## src/rtl/regfile_wb_arbiter_pkg.sv

```systemverilog
// proc_pkg: constants shared across the processor slice.
//  - register file geometry (DATA_W, ADDR_W, NUM_REGS)
//  - default writeback-arbiter sizing (N_REQ_DEF, CNT_W_DEF)
//  - stack-pointer register index
//  - writeback requester indices (fixed priority order, 0 = highest)
//  - CCR bit positions within the {V,C,N,Z} flag nibble
package proc_pkg;

  localparam int DATA_W    = 8;
  localparam int ADDR_W    = 2;
  localparam int NUM_REGS  = 4;

  localparam int N_REQ_DEF = 4;
  localparam int CNT_W_DEF = 2;

  localparam int SP_IDX    = 3;

  typedef enum logic [1:0] {
    REQ_ALU    = 2'd0,
    REQ_MEM    = 2'd1,
    REQ_INPORT = 2'd2,
    REQ_SP     = 2'd3
  } req_id_e;

  localparam int CCR_Z = 0;
  localparam int CCR_N = 1;
  localparam int CCR_C = 2;
  localparam int CCR_V = 3;

endpackage

```

## src/rtl/regfile_wb_arbiter_grant.sv

```systemverilog
// wb_grant_picker: one-hot grant over a request vector.
//  Macro REGFILE_ARB_RR_EN selects round-robin (search starts at i_ptr);
//  otherwise fixed priority, lowest index wins, and i_ptr is ignored.
// Ports:
//  i_req   [N_REQ]  requests (already masked by hold/reset)
//  i_ptr   [PTR_W]  round-robin start index
//  o_grant [N_REQ]  one-hot grant, zero when no request
module wb_grant_picker
  import proc_pkg::*;
#(
  parameter int N_REQ = N_REQ_DEF,
  parameter int PTR_W = 2
) (
  input  logic [N_REQ-1:0] i_req,
  input  logic [PTR_W-1:0] i_ptr,
  output logic [N_REQ-1:0] o_grant
);

  logic w_found;

`ifdef REGFILE_ARB_RR_EN
  logic [PTR_W-1:0] w_idx;

  always_comb begin
    o_grant = '0;
    w_found = 1'b0;
    w_idx   = '0;
    for (int unsigned k = 0; k < N_REQ; k++) begin
      w_idx = PTR_W'((int'(i_ptr) + k) % N_REQ);
      if (!w_found && i_req[w_idx]) begin
        o_grant[w_idx] = 1'b1;
        w_found        = 1'b1;
      end
    end
  end
`else
  logic w_unused_ptr;
  assign w_unused_ptr = ^i_ptr;

  always_comb begin
    o_grant = '0;
    w_found = 1'b0;
    for (int unsigned k = 0; k < N_REQ; k++) begin
      if (!w_found && i_req[k]) begin
        o_grant[k] = 1'b1;
        w_found    = 1'b1;
      end
    end
  end
`endif

endmodule

```

## src/rtl/regfile_wb_arbiter.sv

```systemverilog
// regfile_wb_arbiter: shares the register-file write port among the writeback
// requesters (ALU, memory load, IN port, SP update), one grant per cycle,
// registered onto the port. Also keeps a per-register pending-write
// scoreboard used by decode for RAW stalls.
// Configuration macro: REGFILE_ARB_RR_EN (round-robin; default fixed priority).
// Ports:
//  clk, rst                 clock, async active-high reset
//  req_valid/req_ready      per-requester handshake (ready is one-hot, comb)
//  req_addr/data/flags_en/flags  packed per-requester payload
//  wr_hold                  freeze: no grant while high
//  wr_en/addr/data          registered register-file write port
//  flags_en/flags           registered CCR write port
//  sb_alloc/sb_alloc_addr   decode allocation of a future write
//  sb_alloc_ok              target counter not saturated
//  sb_busy                  per-register pending-write indication
module regfile_wb_arbiter
  import proc_pkg::*;
#(
  parameter int N_REQ    = N_REQ_DEF,
  parameter int DATA_W   = proc_pkg::DATA_W,
  parameter int ADDR_W   = proc_pkg::ADDR_W,
  parameter int NUM_REGS = proc_pkg::NUM_REGS,
  parameter int CNT_W    = CNT_W_DEF
) (
  input  logic                  clk,
  input  logic                  rst,
  input  logic [N_REQ-1:0]      req_valid,
  output logic [N_REQ-1:0]      req_ready,
  input  logic [N_REQ*ADDR_W-1:0] req_addr,
  input  logic [N_REQ*DATA_W-1:0] req_data,
  input  logic [N_REQ-1:0]      req_flags_en,
  input  logic [N_REQ*4-1:0]    req_flags,
  input  logic                  wr_hold,
  output logic                  wr_en,
  output logic [ADDR_W-1:0]     wr_addr,
  output logic [DATA_W-1:0]     wr_data,
  output logic                  flags_en,
  output logic [3:0]            flags,
  input  logic                  sb_alloc,
  input  logic [ADDR_W-1:0]     sb_alloc_addr,
  output logic                  sb_alloc_ok,
  output logic [NUM_REGS-1:0]   sb_busy
);

  localparam int PTR_W = (N_REQ > 1) ? $clog2(N_REQ) : 1;

  // ---------------- arbitration ----------------
  logic [N_REQ-1:0]  w_req_eff;
  logic [N_REQ-1:0]  w_grant;
  logic [PTR_W-1:0]  w_ptr;
  logic              w_any;

  // Reset and hold both suppress every grant combinationally.
  assign w_req_eff = (rst || wr_hold) ? '0 : req_valid;
  assign w_any     = |w_grant;
  assign req_ready = w_grant;

  wb_grant_picker #(
    .N_REQ (N_REQ),
    .PTR_W (PTR_W)
  ) u_picker (
    .i_req   (w_req_eff),
    .i_ptr   (w_ptr),
    .o_grant (w_grant)
  );

  // Winner payload mux (grant is one-hot, so a priority loop is a plain select).
  logic [ADDR_W-1:0] w_sel_addr;
  logic [DATA_W-1:0] w_sel_data;
  logic              w_sel_fen;
  logic [3:0]        w_sel_flags;

  always_comb begin
    w_sel_addr  = '0;
    w_sel_data  = '0;
    w_sel_fen   = 1'b0;
    w_sel_flags = '0;
    for (int unsigned i = 0; i < N_REQ; i++) begin
      if (w_grant[i]) begin
        w_sel_addr  = req_addr[i*ADDR_W +: ADDR_W];
        w_sel_data  = req_data[i*DATA_W +: DATA_W];
        w_sel_fen   = req_flags_en[i];
        w_sel_flags = req_flags[i*4 +: 4];
      end
    end
  end

`ifdef REGFILE_ARB_RR_EN
  logic [PTR_W-1:0] r_ptr;
  logic [PTR_W-1:0] w_win_idx;

  always_comb begin
    w_win_idx = '0;
    for (int unsigned i = 0; i < N_REQ; i++) begin
      if (w_grant[i]) w_win_idx = PTR_W'(i);
    end
  end

  // Pointer moves past the winner only when a grant actually happened.
  always_ff @(posedge clk or posedge rst) begin
    if (rst) begin
      r_ptr <= '0;
    end else if (w_any) begin
      r_ptr <= PTR_W'((int'(w_win_idx) + 1) % N_REQ);
    end
  end

  assign w_ptr = r_ptr;
`else
  assign w_ptr = '0;
`endif

  // ---------------- write port registers ----------------
  logic              r_wr_en;
  logic [ADDR_W-1:0] r_wr_addr;
  logic [DATA_W-1:0] r_wr_data;
  logic              r_flags_en;
  logic [3:0]        r_flags;

  always_ff @(posedge clk or posedge rst) begin
    if (rst) begin
      r_wr_en    <= 1'b0;
      r_wr_addr  <= '0;
      r_wr_data  <= '0;
      r_flags_en <= 1'b0;
      r_flags    <= '0;
    end else begin
      r_wr_en    <= w_any;
      r_flags_en <= w_any & w_sel_fen;
      if (w_any) begin
        r_wr_addr <= w_sel_addr;
        r_wr_data <= w_sel_data;
      end
      if (w_any && w_sel_fen) begin
        r_flags <= w_sel_flags;
      end
    end
  end

  assign wr_en    = r_wr_en;
  assign wr_addr  = r_wr_addr;
  assign wr_data  = r_wr_data;
  assign flags_en = r_flags_en;
  assign flags    = r_flags;

  // ---------------- scoreboard ----------------
  logic [CNT_W-1:0]    r_cnt     [NUM_REGS];
  logic [CNT_W-1:0]    w_cnt_nxt [NUM_REGS];
  logic [NUM_REGS-1:0] w_inc;
  logic [NUM_REGS-1:0] w_dec;
  logic                w_alloc_fire;

  assign sb_alloc_ok  = (r_cnt[sb_alloc_addr] != '1);
  assign w_alloc_fire = sb_alloc & sb_alloc_ok;

  always_comb begin
    for (int unsigned r = 0; r < NUM_REGS; r++) begin
      w_inc[r]     = w_alloc_fire && (sb_alloc_addr == ADDR_W'(r));
      w_dec[r]     = r_wr_en && (r_wr_addr == ADDR_W'(r));
      w_cnt_nxt[r] = r_cnt[r];
      // Alloc and commit to the same register cancel; decrement saturates at 0.
      if (w_inc[r] && !w_dec[r]) begin
        w_cnt_nxt[r] = r_cnt[r] + CNT_W'(1);
      end else if (w_dec[r] && !w_inc[r] && (r_cnt[r] != '0)) begin
        w_cnt_nxt[r] = r_cnt[r] - CNT_W'(1);
      end
      sb_busy[r] = (r_cnt[r] != '0);
    end
  end

  always_ff @(posedge clk or posedge rst) begin
    if (rst) begin
      for (int unsigned r = 0; r < NUM_REGS; r++) begin
        r_cnt[r] <= '0;
      end
    end else begin
      r_cnt <= w_cnt_nxt;
    end
  end

endmodule

```

## config.mk

```make
export PLATFORM = sky130hd
export DESIGN_NAME = regfile_wb_arbiter
export DESIGN_NICKNAME = d
export VERILOG_FILES = /design/src/rtl/regfile_wb_arbiter_pkg.sv /design/src/rtl/regfile_wb_arbiter_grant.sv /design/src/rtl/regfile_wb_arbiter.sv
export SDC_FILE = /design/constraint.sdc
export NUM_CORES = 1
export LEC_CHECK = 0
export BUFFER_PORTS_ARGS = -buffer_cell sky130_fd_sc_hd__buf_2
export CORE_ASPECT_RATIO = 0.8
export CORE_UTILIZATION = 45
export DETAILED_ROUTE_END_ITERATION = 8
export HOLD_SLACK_MARGIN = 0.03
export PLACE_DENSITY = 0.9
export SETUP_SLACK_MARGIN = 0.1
export SYNTH_ARGS = -nofsm -noshare
export SYNTH_HDL_FRONTEND = slang
export SYNTH_SLANG_ARGS = --single-unit
```

## constraint.sdc

```tcl
create_clock -name clk -period 2.2 [get_ports clk]
set_clock_uncertainty 0.2 [all_clocks]
set_input_delay 0.22 -clock clk [delete_from_list [all_inputs] [get_ports clk]]
set_output_delay 0.22 -clock clk [all_outputs]
set_load 0.02 [all_outputs]
```

==> key figures, run 1 <==
Die
  – Floorplan Core Area: just over 3000 µm²
  – Die extent in y: roughly 53 µm
  – Ports: 95
  – Initial cell density of the core: between 40% and 50%
  – Full die area: about 3400 µm²
  – Total number of placement rows: 18
  – Horiz. Die Dim: about 65 µm

Yosys
  – Unique masters post-synth: 37
  – Main flop type after synthesis: dfrtp_1
  – Main area contributors after synthesis: dfrtp_1 (41%), nand2_1 (7.5%), a22oi_1 (7.3%)
  – Library cell with the largest summed area after synthesis: dfrtp_1
  – Yosys warns: 0
  – Share of Yosys cell area claimed by the top area cell type: between 40% and 50%
  – Sequential-to-total area share from yosys stat: between 40% and 50%
  – Synth Area per Inst: slightly below 9 µm²
  – Number of flops mapped to enable cells by yosys: 0
  – FF+latch count, synth: 24
  – Fraction of registers with async set or reset after synthesis: 100%
  – Net Count, Synth: ~230
  – Synth Instances: 164
  – Cell area after technology mapping: between 1000 and 1500 µm²

Critical path
  – Data arrival time of the critical path: 2.03 ns
  – Startpoint of the most critical register-to-register path: wr_data[7]
  – Critical path origin: wr_hold
  – Worst reg2reg path endpoint: wr_data[7]
  – Worst Path Class, Setup: input pin to flip-flop
  – Worst EP required: about 2.2 ns
  – Reg2reg setup slack: approximately 0.57 ns
  – Worst path cell trace: buf_2, nor2_1, and2_1, a22oi_1, dlygate4sd3_1, nand2_1
  – Max stage delay cell, worst path: dlygate4sd3_1
  – Max stage delay on crit path: about 0.63 ns
  – Startpoint class of the critical path: input pin
  – Highest net fanout along the worst path: 15
  – Critical path capture point type: flip-flop
  – Count of cells along the worst register-to-register path: 3

Flow run
  – Count of maximum capacitance violations: 0

STA
  – Time the worst path needs with I/O delays and setup: 2.01 ns
  – Hold WS: ~0.025 ns
  – Count of pins over their slew limit: 0
  – Least setup slack across all paths after layout: ~0.19 ns
  – Transition time at the pin with the least slew margin: just over 0.6 ns
  – Final hold violation count: 0
  – Final setup violation count: 0
  – Part of the cycle the worst path needs: 91.4%
  – Post-route setup TNS: 0 ns
  – Max transition margin: between 50% and 60%
  – Setup repair after global routing missed its margin: false
  – Highest clock rate: around 0.50 GHz

Drt
  – Post-DRT Antenna Nets: 0
  – Total via count in the routed design: approximately 1800
  – Wire length per cell after detailed routing: 15.0 µm
  – First-iteration detailed-routing DRC count: approximately 110
  – Number of remaining DRC errors: 0
  – First-pass detailed-route iteration total: 5
  – Number of vias per cell after detailed routing: between 5 and 6
  – Total Routed Length: around 4.8 mm

Clock network
  – Root buffer selected by CTS: clkbuf_8
  – Worst-skew pair later-pin latency: about 0.27 ns
  – Max Buffers Root-to-Sink: 2
  – CTS H-tree depth: 1
  – # resized after CTS: 0
  – Clock tree from TritonCTS: yes
  – Clock sink total: 24
  – Number of buffers created by CTS: 3
  – Clock transition time at the flip-flop clock pins of the worst setup and hold paths: 0.09 ns

Min path
  – Min-Delay Path Depth: 3
  – Hold path start: req_flags_en[3]
  – Hold crit path type: input pin to flip-flop
  – Endpoint of the worst hold-timing path: flags_en

Global route
  – Pin count of the biggest net entering global routing: 16
  – Total track usage: around 28%
  – Wire length of the first global-routing pass: about 7.4 mm
  – Congestion Overflow GR: 0
  – Via count of the first global-routing pass: between 1500 and 2000
  – Antenna violations before repair: 0

Placed design
  – Worst Setup Slack post-DPL: about 0.30 ns
  – Cell Area, Placed: around 2000 µm²
  – RD Place Congestion: ~0.87
  – IO buf count: 94
  – Placed instance count: about 300
  – Post-detailed-placement half-perimeter wirelength: ~3.2 mm

Final layout
  – Core occupancy in the finished layout: 73.5%
  – Fraction of final layout cells with drive strength greater than 1: between 40% and 50%
  – Final layout net count: between 300 and 400
  – Signed area change from the synthesized netlist to the final layout: 56.7%
  – Cell Count, Final, Fillers Out: 322
  – Post-route cell area: around 2300 µm²
  – Diodes inserted: 0
  – Number of inserted filler cells in the final layout: about 240

Power and ir drop
  – Final Power: between 1 and 1.5 mW
  – Combinational power share: between 30% and 40%
  – Net switching component of the power: 0.446 mW
  – Proportion of power drawn by the clock network: 27.7%
  – Leakage power figure: between 1 and 1.5 nW
  – Internal power: 0.963 mW
  – Power share of the sequential group: a little over two fifths
  – Peak VDD IR: roughly 0.00047 V
  – Sw Ratio: 31.6%
  – Power density cells: approximately 620 nW/µm²

Status
  – Result of the run: finished clean
## power groups by stage
stage / combinational (mW) / clock [mW] / sequential, mW
after floorplan: 0.167 / 0 / 0.637
after global placement: 0.367 / 0 / 0.594
after detailed placement: 0.379 / 0 / 0.599
after CTS: 0.420 / 0.390 / 0.591
after global routing: 0.467 / 0.414 / 0.607
final: 0.427 / 0.390 / 0.592
## final cells by class
type / instances / area [µm²] / share of cell area, %
multi-input combinational: 128 / 787 / 34.7
timing repair buffer: 121 / 741 / 32.7
sequential: 24 / 601 / 26.5
tap: 40 / 50.0 / 2.21
clock buffer: 3 / 41.3 / 1.82
clock inverter: 1 / 30.0 / 1.32
inverter: 5 / 18.8 / 0.827
## critical path, delay by kind of cell
| kind | cells | cell delay (ns) |
|---|---|---|
| AO/OA/AOI/OAI | 1 | 0.18 |
| buffers and inverters | 2 | 0.76 |
| AND/OR/NAND/NOR | 3 | 0.86 |
## worst max path at each step
stage               depth (start not counted)  slack [ns]          to
floorplan                                   5        0.53    flags[0]
global placement                            6        0.33    flags[1]
detailed placement                          6        0.30    flags[2]
CTS                                         8        0.28  wr_data[5]
global route                                8        0.11  wr_data[0]
finish                                      6        0.19  wr_data[7]
## synthesized netlist by cell type (2+ instances only)
library cell and number:
nand3_1 5, nand3b_1 2, and3_1 3, a21oi_1 8
o21ai_0 11, buf_6 2, nor2b_1 2, a22oi_1 14
or2_2 4, inv_1 4, and2_1 2, a222oi_1 5
nor2_1 15, buf_2 2, a221o_2 4, xor2_1 3
mux2_2 4, nor3_1 4, dfrtp_1 24, nand2_1 29
## registers in the layout (all words and copies together) (netlist names)
| register | cells |
|---|---|
| r_cnt | 8 |
| wr_en | 1 |
| wr_data | 8 |
| flags_en | 1 |
| flags | 4 |
| wr_addr | 2 |
## per-layer routing
| layer | part of all wire [%] | track usage, % | routed length [µm] | up-vias |
|---|---|---|---|---|
| li1 | - | - | - | 840 |
| met1 | 38 | 32.0 | 1850 | 830 |
| met2 | 53 | 54.1 | 2570 | 90 |
| met3 | 8.1 | 7.61 | 391 | 4 |
| met4 | 0.52 | 5.43 | 25 | 0 |
| met5 | 0 | 0 | 0 | - |
## cells by family after synthesis
family	count (synthesis)	synth area share, %
XOR/XNOR	4	2.42
flip-flops	24	41.5
multiplexers	4	3.11
buffers and inverters	12	4.67
AO/OA/AOI/OAI	49	24.5
AND/OR/NAND/NOR	71	23.8
## cell usage in the layout, fill, tap and decap left out, drive strengths merged, types with 3 or more instances in the layout
cell         count
a222oi           5
nand2           29
dlygate4sd3     22
xor2             3
a21oi            9
or2              4
nor2            15
nor3             5
and3             3
nand3            5
clkbuf           3
mux2             4
inv              5
o21ai           12
buf             99
a221o            5
a22oi           14
dfrtp           24
## repair_timing
action / CTS / global route
hold endpoints to repair: 16 / 0
endpoints found under the setup margin: 0 / 0
setup buffers: 0 / 0
hold buffers: 22 / 0
Power figures use the tool's default switching activity.
==> run 2, diff against run 1 <==
Settings changed: ABC_AREA set to 1, BUFFER_PORTS_ARGS -buffer_cell sky130_fd_sc_hd__buf_2 to not set, CORE_UTILIZATION 45 to 60, DONT_BUFFER_PORTS set to 1, PLACE_DENSITY 0.9 to 0.81.
==> key figures, run 2 <==
Yosys
  – Xor and xnor fraction of the mapped netlist area: 0% (-2.4 points)
  – Post-synthesis simple-gate area fraction: 38.7% (+15 points)
  – Main flop type after synthesis: dfrtp_1
  – Cell area after technology mapping: 1530 µm² (+5.5%)
  – Compound-cell area share of the yosys netlist: 14.7% (-9.9 points)
  – Number of flops mapped to enable cells by yosys: 0 (unchanged)
  – Largest family of logic cells by synthesized area: simple AND/OR/NAND/NOR gates
  – Synth Instances: 215 (+31%)
  – Multiplexer fraction of the synthesized cell area: 0% (-3.1 points)
  – Yosys warns: 0 (unchanged)
  – Main area contributors after synthesis: dfrtp_1 (39%), nand2_1 (18%), nand3_1 (11%)
  – Most numerous cell in the Yosys netlist: nand2_1
  – Library cell with the largest summed area after synthesis: dfrtp_1
  – Synth Area per Inst: 7.11 µm² (-20%)
  – Share of Yosys cell area claimed by the top area cell type: 39.3% (-2.2 points)
  – Fraction of registers with async set or reset after synthesis: 100% (unchanged)
  – Sequential-to-total area share from yosys stat: 39.3% (-2.2 points)
  – Adder-Cell Fraction of Synth Area: 0% (unchanged)
  – Net Count, Synth: 285 (+22%)
  – FF+latch count, synth: 24 (unchanged)
  – Unique masters post-synth: 22 (-41%)
  – Most common library cells after synthesis: nand2_1 (75), nand3_1 (34), dfrtp_1 (24)

Clock network
  – # resized after CTS: 0 (unchanged)
  – Hold buffers post-CTS: 64 (+190%)
  – Clock sink total: 24 (unchanged)
  – CTS H-tree depth: 1 (unchanged)
  – Number of post-CTS setup repair buffers: 0 (unchanged)
  – Max Buffers Root-to-Sink: 2 (unchanged)
  – Number of buffers created by CTS: 3 (unchanged)
  – Root buffer selected by CTS: clkbuf_4

Die
  – Initial cell density of the core: 67.3% (+20 points)
  – Horiz. Die Dim: 58.4 µm (-11%)
  – Die extent in y: 47.1 µm (-11%)
  – Total number of placement rows: 15 (-3)
  – Ports: 95 (unchanged)

Status
  – Failed at: 4_1_cts
  – Result of the run: stopped before the end
  – First logged error message: [ERROR DPL-0033] detailed placement checks failed during check placement.

Placed design
  – RD Place Congestion: 0.789 (-9.3%)
  – IO buf count: 0 (-100%)
  – Post-detailed-placement half-perimeter wirelength: 3.03 mm (-4.9%)
==> run 2: cell types whose count changed after synthesis, moves of 4 or more <==
| cell | delta |
|---|---|
| nand2_1 | +46 |
| nand3_1 | +29 |
| a22oi_1 | -14 |
| inv_1 | +12 |
| nor2_1 | -11 |
| a22o_1 | +10 |
| a21oi_1 | +7 |
| a222oi_1 | -5 |
| a221o_2 | -4 |
| mux2_2 | -4 |
| nand2_2 | +4 |
| nand4_1 | +4 |
| o21ai_0 | -4 |
==> run 2: through the flow <==
step	setup slack (ns)	hold WS, ns	cell area [µm²]	instances
after detailed placement	0.585	-0.0292	1550	245
after floorplan	0.784	0.0346	1530	215
after global placement	0.646	-0.0295	1550	245
==> run 2: cells by family after synthesis <==
logic type,count (synthesis)
flops,24
buf+inv,26
simple gates,130
compound gates,35
==> run 3, diff against run 2 <==
Settings changed: CORE_ASPECT_RATIO 0.8 to not set, CORE_UTILIZATION 60 to 40, HOLD_SLACK_MARGIN 0.03 to not set, PLACE_DENSITY 0.81 to not set, PLACE_DENSITY_LB_ADDON set to 0.15, SETUP_SLACK_MARGIN 0.1 to not set.
==> key figures, run 3 <==
Critical path
  – Startpoint of the most critical register-to-register path: r_cnt[2]
  – Worst reg2reg path endpoint: r_cnt[6]
  – Worst EP required: 2.17 ns
  – Worst path cell trace: dlygate4sd3_1, o21ai_0, nand2_1, clkinv_1, nand2_1, nand3_1, dlygate4sd3_1
  – Reg2reg setup slack: between 0.5 and 0.6 ns
  – Startpoint class of the critical path: input pin
  – Max stage delay on crit path: 0.56 ns
  – Highest net fanout along the worst path: 10
  – Data arrival time of the critical path: 1.98 ns
  – Critical path capture point type: flip-flop
  – Worst Path Class, Setup: input pin to flip-flop
  – Max stage delay cell, worst path: dlygate4sd3_1
  – Count of cells along the worst register-to-register path: 10

Yosys
  – Largest family of logic cells by synthesized area: simple AND/OR/NAND/NOR gates
  – Multiplexer fraction of the synthesized cell area: 0% (unchanged)
  – FF+latch count, synth: 24 (unchanged)
  – Synth Instances: 215 (unchanged)
  – Yosys warns: 0 (unchanged)
  – Xor and xnor fraction of the mapped netlist area: 0% (unchanged)
  – Most common library cells after synthesis: nand2_1 (75), nand3_1 (34), dfrtp_1 (24)
  – Share of Yosys cell area claimed by the top area cell type: 39.3% (unchanged)
  – Library cell with the largest summed area after synthesis: dfrtp_1
  – Number of flops mapped to enable cells by yosys: 0 (unchanged)
  – Post-synthesis simple-gate area fraction: 38.7% (unchanged)
  – Main area contributors after synthesis: dfrtp_1 (39%), nand2_1 (18%), nand3_1 (11%)
  – Net Count, Synth: 285 (unchanged)
  – Fraction of registers with async set or reset after synthesis: 100% (unchanged)
  – Adder-Cell Fraction of Synth Area: 0% (unchanged)
  – Sequential-to-total area share from yosys stat: 39.3% (unchanged)
  – Compound-cell area share of the yosys netlist: 14.7% (unchanged)
  – Most numerous cell in the Yosys netlist: nand2_1
  – Unique masters post-synth: 22 (unchanged)
  – Cell area after technology mapping: 1530 µm² (unchanged)
  – Main flop type after synthesis: dfrtp_1
  – Synth Area per Inst: 7.11 µm² (unchanged)

Drt
  – Wire length on met1: 1.88 mm
  – First-iteration detailed-routing DRC count: approximately 110
  – Number of remaining DRC errors: 0
  – Total via count in the routed design: 1654
  – Post-DRT Antenna Nets: 0
  – Wire length per cell after detailed routing: approximately 15 µm
  – Number of vias per cell after detailed routing: 5.51
  – First-pass detailed-route iteration total: 4
  – WL met2: roughly 2.3 mm
  – Uppermost layer routed: met4
  – Total Routed Length: between 4 and 5 mm
  – Sum of met3 wire segment lengths after detailed routing: 313 µm

STA
  – Post-route setup TNS: 0 ns
  – Final setup violation count: 0
  – Count of pins over their slew limit: 0
  – Time the worst path needs with I/O delays and setup: approximately 2.0 ns
  – Part of the cycle the worst path needs: 91.3%
  – Final hold violation count: 0
  – Max transition margin: between 70% and 80%
  – Transition time at the pin with the least slew margin: roughly 0.39 ns
  – Setup repair after global routing missed its margin: false
  – Highest clock rate: ~0.5 GHz

Clock network
  – Clock tree from TritonCTS: yes
  – Number of buffers created by CTS: 3 (unchanged)
  – Clock transition time at the flip-flop clock pins of the worst setup and hold paths: roughly 0.10 ns
  – Worst-skew pair later-pin latency: between 0.2 and 0.3 ns
  – Max Buffers Root-to-Sink: 2 (unchanged)
  – Clock sink total: 24 (unchanged)
  – CTS H-tree depth: 1 (unchanged)
  – Root buffer selected by CTS: clkbuf_8

Global route
  – Pin count of the biggest net entering global routing: 25
  – Antenna violations before repair: 0
  – Wire length of the first global-routing pass: a little over 7 mm
  – Via count of the first global-routing pass: around 1600
  – Total track usage: 22.4%
  – Congestion Overflow GR: 0

Status
  – Result of the run: finished clean

Die
  – Horiz. Die Dim: 63.8 µm (+9.2%)
  – Die extent in y: 63.8 µm (+35%)
  – Total number of placement rows: 22 (+7)
  – Full die area: 4070 µm²
  – Ports: 95 (unchanged)
  – Floorplan Core Area: roughly 3700 µm²
  – Initial cell density of the core: 41.7% (-26 points)

Min path
  – Min-Delay Path Depth: 2
  – Endpoint of the worst hold-timing path: r_cnt[5]
  – Hold path start: sb_alloc
  – Hold crit path type: input pin to flip-flop

Final layout
  – Final layout net count: roughly 320
  – Number of inserted filler cells in the final layout: 333
  – Leading cell types in the layout, fill and taps excluded: nand2_1 (75), nand3_1 (34), dlygate4sd3_1 (32)
  – Signed area change from the synthesized netlist to the final layout: 36.0%
  – Cell Count, Final, Fillers Out: 300
  – Leading cell type in the layout, fill and taps excluded: nand2_1
  – Fraction of final layout cells with drive strength greater than 1: a little under an eighth
  – Diodes inserted: 0

Placed design
  – RD Place Congestion: 0.739 (-6.3%)
  – Placed instance count: 259 (+5.7%)
  – Post-detailed-placement half-perimeter wirelength: 3.02 mm (-0.18%)
  – IO buf count: 0 (unchanged)

Power and ir drop
  – Leakage power figure: 1.03 nW
  – Power density cells: 793 nW/µm²
  – Final Power: around 1.6 mW
  – Peak VDD IR: approximately 0.00027 V

Flow run
  – Count of maximum capacitance violations: 0
-- run 3: cell counts after synthesis --
Identical to the previous run, type by type.
-- run 3: area by class of cell --
| class | instances | area (µm²) | area share [%] |
|---|---|---|---|
| Inverter | 20 | 77.6 | 3.73 |
| Multi-Input combinational cell | 165 | 841 | 40.5 |
| Clock buffer | 3 | 41.3 | 1.99 |
| Tap cell | 48 | 60.1 | 2.89 |
| Clock inverter | 1 | 30.0 | 1.44 |
| Sequential cell | 24 | 601 | 28.9 |
| Timing Repair Buffer | 39 | 428 | 20.6 |
-- run 3: timing repair --
action                                 in CTS  in global routing
endpoints found under the hold margin      43                  0
hold buffers                               38                  0
setup endpoints to repair                   0                  5
buffers inserted                            0                  2
gates resized for setup                     0                 14
-- run 3: worst max path at each step --
stage | from | to | slack [ns] | depth (start not counted)
floorplan | sb_alloc_addr[0] | r_cnt[0] | 0.78 | 11
finish | req_valid[3] | wr_data[0] | 0.19 | 7
global route | req_valid[3] | wr_addr[1] | 0.07 | 7
global placement | wr_hold | flags[2] | 0.65 | 8
CTS | wr_hold | wr_data[3] | 0.02 | 9
detailed placement | r_cnt[4] | r_cnt[6] | 0.60 | 10
-- run 3: critical path: cells and delay by family --
| family | cells | cell delay (ns) |
|---|---|---|
| and+or+nand+nor | 3 | 0.35 |
| buffers and inverters | 3 | 1.34 |
| AOI/OAI and AO/OA | 1 | 0.06 |
-- run 3: per-layer routing --
metal,vias to the layer above,track usage [%]
li1,791,-
met1,792,27.3
met2,64,39.2
met3,7,4.82
met4,0,6.53
met5,-,0
-- run 3: cell families (layout without fill, tap and decap cells) --
family          Yosys count  after routing
simple gates            130            130
buf+inv                  26             63
flops                    24             24
compound gates           35             35
-- run 3: where the power goes --
group / total (mW) / leakage (nW) / internal, mW / switching [mW]
registers: 0.722 / 0.302 / 0.559 / 0.164
logic: 0.534 / 0.692 / 0.221 / 0.313
clock network: 0.393 / 0.0357 / 0.243 / 0.149
-- run 3: stage by stage --
step	utilization (%)	setup slack [ns]	hold WS (ns)	instance area (µm²)
final	56.8	0.192	0.0108	2080
after global routing	56.8	0.0691	0.0400	2080
after CTS	55.4	0.0200	0.00825	2030
after detailed placement	42.8	0.599	0.151	1570
after global placement	42.8	0.648	0.150	1570
after floorplan	-	0.784	0.0346	1530
